===== src/rtl/fc_pkg.sv =====
// Shared FSM encoding, default datapath widths and the output saturate/shift helper for fc_layer_engine.
package fc_pkg;

  localparam int DATA_W_D = 16;
  localparam int FRAC_W_D = 8;
  localparam int ACC_W_D  = 40;

  typedef enum logic [2:0] {
    ST_CAPTURE = 3'd0,
    ST_MAC     = 3'd1,
    ST_DRAIN   = 3'd2,
    ST_OUT     = 3'd3,
    ST_FINISH  = 3'd4
  } fc_state_e;

  localparam logic signed [ACC_W_D-1:0] SAT_MAX = ACC_W_D'((longint'(1) <<< (DATA_W_D - 1)) - longint'(1));
  localparam logic signed [ACC_W_D-1:0] SAT_MIN = ~SAT_MAX;

  // Arithmetic (floor) shift back to DATA_W fraction, then clamp to the signed DATA_W range.
  function automatic logic signed [DATA_W_D-1:0] sat_shift(input logic signed [ACC_W_D-1:0] sum);
    logic signed [ACC_W_D-1:0] sh;
    sh = sum >>> FRAC_W_D;
    if (sh > SAT_MAX) return SAT_MAX[DATA_W_D-1:0];
    if (sh < SAT_MIN) return SAT_MIN[DATA_W_D-1:0];
    return sh[DATA_W_D-1:0];
  endfunction

endpackage


===== src/rtl/fc_mac_unit.sv =====
// Signed MAC: clear/accumulate h*w into ACC_W, then combinational bias add, floor shift and saturate.
// One product per enabled cycle; res_o reflects the current accumulator with no extra latency.
module fc_mac_unit
  import fc_pkg::*;
#(
  parameter int DATA_W = DATA_W_D,
  parameter int FRAC_W = FRAC_W_D,
  parameter int ACC_W  = ACC_W_D
) (
  input  logic                     clk,
  input  logic                     rst_n,
  input  logic                     clr_i,
  input  logic                     en_i,
  input  logic signed [DATA_W-1:0] h_i,
  input  logic signed [DATA_W-1:0] w_i,
  input  logic signed [DATA_W-1:0] b_i,
  output logic signed [DATA_W-1:0] res_o
);

  logic signed [ACC_W-1:0]    acc_q, acc_d;
  logic signed [2*DATA_W-1:0] prod;
  logic signed [ACC_W-1:0]    bias_ext;
  logic signed [ACC_W-1:0]    sum;

  assign prod     = (2*DATA_W)'(h_i) * (2*DATA_W)'(w_i);
  assign bias_ext = ACC_W'(b_i) <<< FRAC_W;
  assign sum      = acc_q + bias_ext;
  assign res_o    = DATA_W'(sat_shift(ACC_W_D'(sum)));

  always_comb begin
    acc_d = acc_q;
    if (clr_i) begin
      acc_d = '0;
    end else if (en_i) begin
      acc_d = acc_q + ACC_W'(prod);
    end
  end

  always_ff @(posedge clk or negedge rst_n) begin
    if (!rst_n) begin
      acc_q <= '0;
    end else begin
      acc_q <= acc_d;
    end
  end

endmodule


===== src/rtl/fc_layer_engine.sv =====
// FC output stage: captures the hidden vector, then N+2 cycles per neuron on one MAC; no backpressure.
// Define FC_ARGMAX_EN to drive fc_class with the running argmax (ties keep the lower index).
module fc_layer_engine
  import fc_pkg::*;
#(
  parameter int ALL_CELL_NUM = 30,
  parameter int OUT_NUM      = 10,
  parameter int DATA_W       = DATA_W_D,
  parameter int FRAC_W       = FRAC_W_D,
  parameter int ACC_W        = ACC_W_D
) (
  input  logic                     clk,
  input  logic                     rst_n,
  input  logic                     h_to_full_en,
  input  logic [7:0]               to_full_h_addr,
  input  logic signed [DATA_W-1:0] h_in,
  output logic [15:0]              w_rd_addr,
  input  logic signed [DATA_W-1:0] w_data,
  output logic [7:0]               b_rd_addr,
  input  logic signed [DATA_W-1:0] b_data,
  output logic                     fc_o_valid,
  output logic signed [DATA_W-1:0] fc_o_data,
  output logic [7:0]               fc_o_idx,
  output logic                     fc_busy,
  output logic                     fc_done,
  output logic [7:0]               fc_class,
  output logic                     cap_ovr
);

  localparam int           AW     = (ALL_CELL_NUM > 1) ? $clog2(ALL_CELL_NUM) : 1;
  localparam logic [7:0]   N_ADDR = 8'(ALL_CELL_NUM);
  localparam logic [7:0]   K_LAST = 8'(ALL_CELL_NUM - 1);
  localparam logic [7:0]   O_LAST = 8'(OUT_NUM - 1);

  fc_state_e                state_q;
  logic [7:0]               o_q, k_q;
  logic [15:0]              w_addr_q;
  logic [7:0]               b_addr_q;
  logic signed [DATA_W-1:0] h_rd_q;
  logic                     mac_en_q;
  logic                     valid_q, busy_q, done_q, ovr_q;
  logic signed [DATA_W-1:0] data_q;
  logic [7:0]               idx_q;
  logic signed [DATA_W-1:0] hbuf_q [ALL_CELL_NUM];
  logic signed [DATA_W-1:0] mac_res;
  logic                     wr_ok;
  logic                     mac_clr;

  assign wr_ok   = h_to_full_en && (to_full_h_addr < N_ADDR);
  assign mac_clr = (state_q == ST_MAC) && (k_q == 8'd0);

  // Hidden buffer carries no reset: only CAPTURE writes reach it and contents before capture are unused.
  always_ff @(posedge clk) begin
    if (state_q == ST_CAPTURE && wr_ok) begin
      hbuf_q[to_full_h_addr[AW-1:0]] <= h_in;
    end
  end

  always_ff @(posedge clk or negedge rst_n) begin
    if (!rst_n) begin
      state_q  <= ST_CAPTURE;
      o_q      <= '0;
      k_q      <= '0;
      w_addr_q <= '0;
      b_addr_q <= '0;
      h_rd_q   <= '0;
      mac_en_q <= 1'b0;
      valid_q  <= 1'b0;
      busy_q   <= 1'b0;
      done_q   <= 1'b0;
      ovr_q    <= 1'b0;
      data_q   <= '0;
      idx_q    <= '0;
    end else begin
      valid_q  <= 1'b0;
      done_q   <= 1'b0;
      mac_en_q <= 1'b0;
      if (h_to_full_en && state_q != ST_CAPTURE) begin
        ovr_q <= 1'b1;
      end
      case (state_q)
        ST_CAPTURE: begin
          if (wr_ok) begin
            busy_q <= 1'b1;
            if (to_full_h_addr == K_LAST) begin
              state_q  <= ST_MAC;
              o_q      <= '0;
              k_q      <= '0;
              w_addr_q <= '0;
            end
          end
        end
        ST_MAC: begin
          // hbuf read is registered so it lines up with the 1-cycle weight ROM data.
          mac_en_q <= 1'b1;
          h_rd_q   <= hbuf_q[k_q[AW-1:0]];
          if (k_q == K_LAST) begin
            state_q  <= ST_DRAIN;
            b_addr_q <= o_q;
          end else begin
            k_q      <= k_q + 8'd1;
            w_addr_q <= w_addr_q + 16'd1;
          end
        end
        ST_DRAIN: begin
          state_q <= ST_OUT;
        end
        ST_OUT: begin
          valid_q <= 1'b1;
          data_q  <= mac_res;
          idx_q   <= o_q;
          if (o_q == O_LAST) begin
            state_q <= ST_FINISH;
            busy_q  <= 1'b0;
            done_q  <= 1'b1;
          end else begin
            state_q  <= ST_MAC;
            o_q      <= o_q + 8'd1;
            k_q      <= '0;
            w_addr_q <= w_addr_q + 16'd1;
          end
        end
        ST_FINISH: begin
          state_q <= ST_CAPTURE;
        end
        default: begin
          state_q <= ST_CAPTURE;
        end
      endcase
    end
  end

  fc_mac_unit #(
    .DATA_W (DATA_W),
    .FRAC_W (FRAC_W),
    .ACC_W  (ACC_W)
  ) u_mac (
    .clk   (clk),
    .rst_n (rst_n),
    .clr_i (mac_clr),
    .en_i  (mac_en_q),
    .h_i   (h_rd_q),
    .w_i   (w_data),
    .b_i   (b_data),
    .res_o (mac_res)
  );

`ifdef FC_ARGMAX_EN
  logic signed [DATA_W-1:0] max_q;
  logic [7:0]               max_idx_q;
  logic [7:0]               class_q;
  logic                     take_new;

  assign take_new = (o_q == 8'd0) || (mac_res > max_q);

  always_ff @(posedge clk or negedge rst_n) begin
    if (!rst_n) begin
      max_q     <= '0;
      max_idx_q <= '0;
      class_q   <= '0;
    end else if (state_q == ST_OUT) begin
      if (take_new) begin
        max_q     <= mac_res;
        max_idx_q <= o_q;
      end
      if (o_q == O_LAST) begin
        class_q <= take_new ? o_q : max_idx_q;
      end
    end
  end

  assign fc_class = class_q;
`else
  assign fc_class = '0;
`endif

  assign w_rd_addr  = w_addr_q;
  assign b_rd_addr  = b_addr_q;
  assign fc_o_valid = valid_q;
  assign fc_o_data  = data_q;
  assign fc_o_idx   = idx_q;
  assign fc_busy    = busy_q;
  assign fc_done    = done_q;
  assign cap_ovr    = ovr_q;

endmodule


===== config.mk =====
export PLATFORM = sky130hd
export DESIGN_NAME = fc_layer_engine
export DESIGN_NICKNAME = d
export VERILOG_FILES = /design/src/rtl/fc_pkg.sv /design/src/rtl/fc_mac_unit.sv /design/src/rtl/fc_layer_engine.sv
export SDC_FILE = /design/constraint.sdc
export NUM_CORES = 2
export LEC_CHECK = 0
export CORE_MARGIN = 2
export CORE_UTILIZATION = 63
export CTS_CLUSTER_SIZE = 25
export DETAILED_ROUTE_END_ITERATION = 8
export GPL_TIMING_DRIVEN = 1
export PLACE_DENSITY = 0.81
export SLEW_MARGIN = 15
export SYNTH_ARGS = -nofsm -noshare
export SYNTH_HDL_FRONTEND = slang
export SYNTH_SLANG_ARGS = --single-unit

===== constraint.sdc =====
create_clock -name clk -period 9.35 [get_ports clk]
set_clock_uncertainty 0.2 [all_clocks]
set_input_delay 1.4025 -clock clk [delete_from_list [all_inputs] [get_ports clk]]
set_output_delay 1.4025 -clock clk [all_outputs]
set_load 0.05 [all_outputs]

==> results.md <==
- The post-cts gate resize count is 0.
- For this block, the initial DRC count from the detailed router was 1906.
- The share of the clock period used by the worst path after layout is 90.1%.
- The detailed placer's ending HPWL is 61100 um.
- The library cell used as clock root buffer is sky130_fd_sc_hd__clkbuf_16.
- The transition time at the pin with the least slew margin is 1.19 ns.
- On the critical path, the stage with the largest delay is an instance of sky130_fd_sc_hd__fa_1.
- After synthesis, the mean cell area works out to 13.2 sq um.
- The global placement routability congestion is 0.922.
- The highest ir drop seen on vdd is 390 uV.
- Summed over all instances, the cell type with the most area after synthesis is sky130_fd_sc_hd__edfxtp_1.
- The number of nets in the final layout is 3532.
- Entering global routing, the biggest net connects 74 pins.
- The first global-routing pass estimated 140000 um of wire.
- The worst min-delay path category is register to register.
- Setup violations remaining at the end of the flow were counted as 0.
- The clock latency on the worst-skew pair is 0.67 ns.
- The share of async-settable or async-resettable flops after synthesis is 21.1%.
- The die boundary height is 249 um.
- The total routed wirelength is 88400 um.
- The design draws 0.0165 W.
- The worst pin sits at a relative slew slack of 20.6%.
- The die covers 62200 sq um.
- The run finished with clean final reports.
- The number of enable flip-flop cells after synthesis is 480.
- The minimum clock period after layout is 8.42 ns.
- For this design the ratio of total power to cell area is 393 nW/um^2.
- The max-capacitance violation count is 0.
- The region available for standard cell placement spans 59200 sq um.
- The total number of yosys warnings is 0.
- In this run the worst path has a maximum fanout of 9.
- For the final routed database, the setup TNS stands at 0 ns.
- After clock tree synthesis, the flow added hold-fix buffers numbering 0.
- TritonCTS built the clock tree.
- The maximum clock path buffer count is 3.
- The count of nets left with antenna violations once routing finished came out at 0.
- Post-CTS timing repair inserted 0 buffers for setup.
- Synthesis produced 2877 cells.
- 119 I/O pins were placed.
- For this run, the total global-route usage over all layers was measured as 29.3%.
- The mapped netlist covers 37900 sq um.
- The maximum clock frequency is 119 MHz.
- STA classifies the critical path endpoint as a register.
- The number of antenna violations at the first check in global routing is 3.
- The proportion of layout cells with a drive suffix above 1 is 11.5%.
- The final hold violation count is 0.
- The required time of the critical path is 9.67 ns.
- Using the TritonRoute via totals, the vias-per-cell ratio works out to 6.06.
- The initialized floorplan defines 89 standard-cell rows.
- For this run, design rule violations remaining after detail routing come to 0.
- Counting every sink on the clock net gives 608.
- Relative to the synthesized area, the layout overhead comes to 10.7%.
- Broken down by cell family, the worst path's largest delay share belongs to adder cells.
- The total overflow left after global routing is 0.
- The timing startpoint of the critical path is w_data[1].
- The critical hold path startpoint is fc_o_idx[7].
- In the synthesized netlist the dominant register cell turns out to be sky130_fd_sc_hd__edfxtp_1.
- The number of buffers created by CTS is 61.
- The first-pass iteration count of the detailed router is 7.
- Once layout is complete, the utilization of the core stands at 70.9%.
- The synthesized design contains 608 register bits.
- The reg-to-reg critical path startpoint is h_rd_q[15].
- By area the synthesized netlist is led by sky130_fd_sc_hd__edfxtp_1, sky130_fd_sc_hd__fa_1, sky130_fd_sc_hd__dfrtp_1, sky130_fd_sc_hd__mux4_2, sky130_fd_sc_hd__ha_1.
- Counting the fill cells in the layout gives 3788.
- Counting distinct cell types in the post-synthesis netlist gives 76.
- Setup repair after global routing left no endpoint under its margin.
- The startpoint kind of the worst setup timing path is an input pin.
- The number of buffers and inverters on the critical path is 7.
- After detailed routing, the average wire length per cell comes to 23.2 um.
- In this design, the stage delay of the slowest critical-path cell is 0.75 ns.
- During placement, the flow inserted port buffers numbering 110.
- The leakage component of the power is 17.2 nW.
- The worst setup path is of the input pin to register kind.
- The synthesized design devotes to its leading area cell type 38.0% of total area.
- The share of synthesized area occupied by flip-flops and latches is 46.5%.
- For the worst setup path, the data arrival time is 8.74 ns.
- After clock tree synthesis, the clock-pin slew on the worst setup and hold paths is 0.06 ns.
- The number of global-route vias before repair was 25.0k.
- The width of the die is 249 um.
- The initial core utilization is 64.0%.
- The routed layout has 23.1k vias.
- The final max-slew violation count was 0.
- The number of H-tree branching levels is 2.
[metrics by stage]
step           instances  area (sq um)  setup WS, ns  hold WS (ns)
2_1_floorplan       2884         37900          1.59         0.288
3_3_place_gp        3700         39900         0.412         0.265
3_5_place_dp        3700         39900         0.333         0.274
4_1_cts             3814         42000         0.997         0.289
5_1_grt             3814         42000         0.458         0.326
6_report            3816         42000         0.929         0.286
[metal layers]
metal  global-route usage (%)  wire length (um)
met1                     37.3             33500
met2                     51.5             46000
met3                     4.60              6160
met4                     10.5              2810
met5                        0                 0
[cells in the final DEF (no fill, tap or decap), types with 11 or more instances in the layout]
cell and n:
sky130_fd_sc_hd__nand2_1 225, sky130_fd_sc_hd__mux2i_1 45, sky130_fd_sc_hd__fa_1 331, sky130_fd_sc_hd__nor2_1 170
sky130_fd_sc_hd__mux2_2 25, sky130_fd_sc_hd__clkinv_2 12, sky130_fd_sc_hd__clkdlybuf4s50_1 109, sky130_fd_sc_hd__ha_1 152
sky130_fd_sc_hd__xnor2_1 41, sky130_fd_sc_hd__a21o_1 44, sky130_fd_sc_hd__o21ai_0 63, sky130_fd_sc_hd__clkbuf_16 61
sky130_fd_sc_hd__nand4_1 15, sky130_fd_sc_hd__nand3_1 21, sky130_fd_sc_hd__and3_1 20, sky130_fd_sc_hd__nor3_1 23
sky130_fd_sc_hd__inv_1 423, sky130_fd_sc_hd__mux4_2 142, sky130_fd_sc_hd__a211oi_1 15, sky130_fd_sc_hd__edfxtp_1 480
sky130_fd_sc_hd__a21oi_1 92, sky130_fd_sc_hd__xor2_1 33, sky130_fd_sc_hd__buf_4 53, sky130_fd_sc_hd__and2_1 119
sky130_fd_sc_hd__dfrtp_1 124, sky130_fd_sc_hd__nand2b_1 11, sky130_fd_sc_hd__clkbuf_1 11
[path summary, 6_finish.rpt]
| check | end | slack [ns] | depth (start not counted) |
|---|---|---|---|
| min in group asynchronous | fc_o_idx[5] | 0.58 | 1 |
| worst max register to register | u_mac.acc_q[36] | 1.71 | 24 |
| worst max-delay path | u_mac.acc_q[36] | 0.93 | 25 |
| max in group asynchronous | fc_o_data[3] | 7.05 | 2 |
| worst min register to register | fc_o_idx[7] | 0.29 | 2 |
| worst min-delay path | fc_o_idx[7] | 0.29 | 2 |
[tightest hold or removal path, cell delays in order, from the launching register on]
cell,delay (ns)
sky130_fd_sc_hd__dfrtp_1,0.34
sky130_fd_sc_hd__nand2_1,0.05
sky130_fd_sc_hd__nand2_1,0.06
[synth_stat cells, drive strengths merged, types with 4 or more instances]
cell      n
a221oi    5
a31oi     7
nand2   226
mux2i    45
nand3b    4
o21a      9
nand2b   11
nor2b     8
nand4    15
clkbuf   85
edfxtp  480
mux2     25
a211oi   15
and2    122
nor2    171
a41oi     4
o211ai   10
a21oi   102
or2       4
mux4    142
o21bai    8
a21o     45
and4      4
fa      331
inv     423
nor4b     6
ha      152
xor2     33
nand3    21
dfrtp   128
or3       9
a21boi    5
o31ai     8
o21ai    64
and3     21
buf      35
xnor2    41
nor3     24
[kinds of logic after synthesis]
group / synth area share, %
xor gates and xnor gates: 1.71
and+or+nand+nor: 8.18
DFF: 46.5
buffers and inverters: 5.53
other: 0.00989
muxes: 10.4
adders and majority gates: 22.5
AOI/OAI and AO/OA: 5.26
[area by class of cell]
| class | count | area, sq um | area share [%] |
|---|---|---|---|
| Antenna cell | 2 | 5.00 | 0.0119 |
| Clock buffer | 72 | 1570 | 3.73 |
| Inverter | 424 | 1590 | 3.79 |
| Sequential cell | 608 | 17600 | 42.0 |
| Timing Repair Buffer | 163 | 1500 | 3.57 |
| Tap cell | 773 | 967 | 2.30 |
| Clock inverter | 42 | 484 | 1.15 |
| Multi-Input combinational cell | 1732 | 18200 | 43.4 |
[power breakdown]
part           switching [W]  total (W)  internal (W)
Sequential          0.000129    0.00333       0.00320
Clock                0.00110    0.00251       0.00141
Combinational        0.00598     0.0107       0.00470
[state kept, by name, summed over array words and instances, names as in the netlist]
register	count
state_q	3
hbuf_q	480
u_mac.acc_q	40
k_q	8
fc_o_data	16
fc_o_idx	8
fc_o_valid	1
h_rd_q	16
fc_done	1
b_rd_addr	8
o_q	8
cap_ovr	1
mac_en_q	1
fc_busy	1
w_rd_addr	16
No activity file was read; power rests on OpenSTA's default activity.
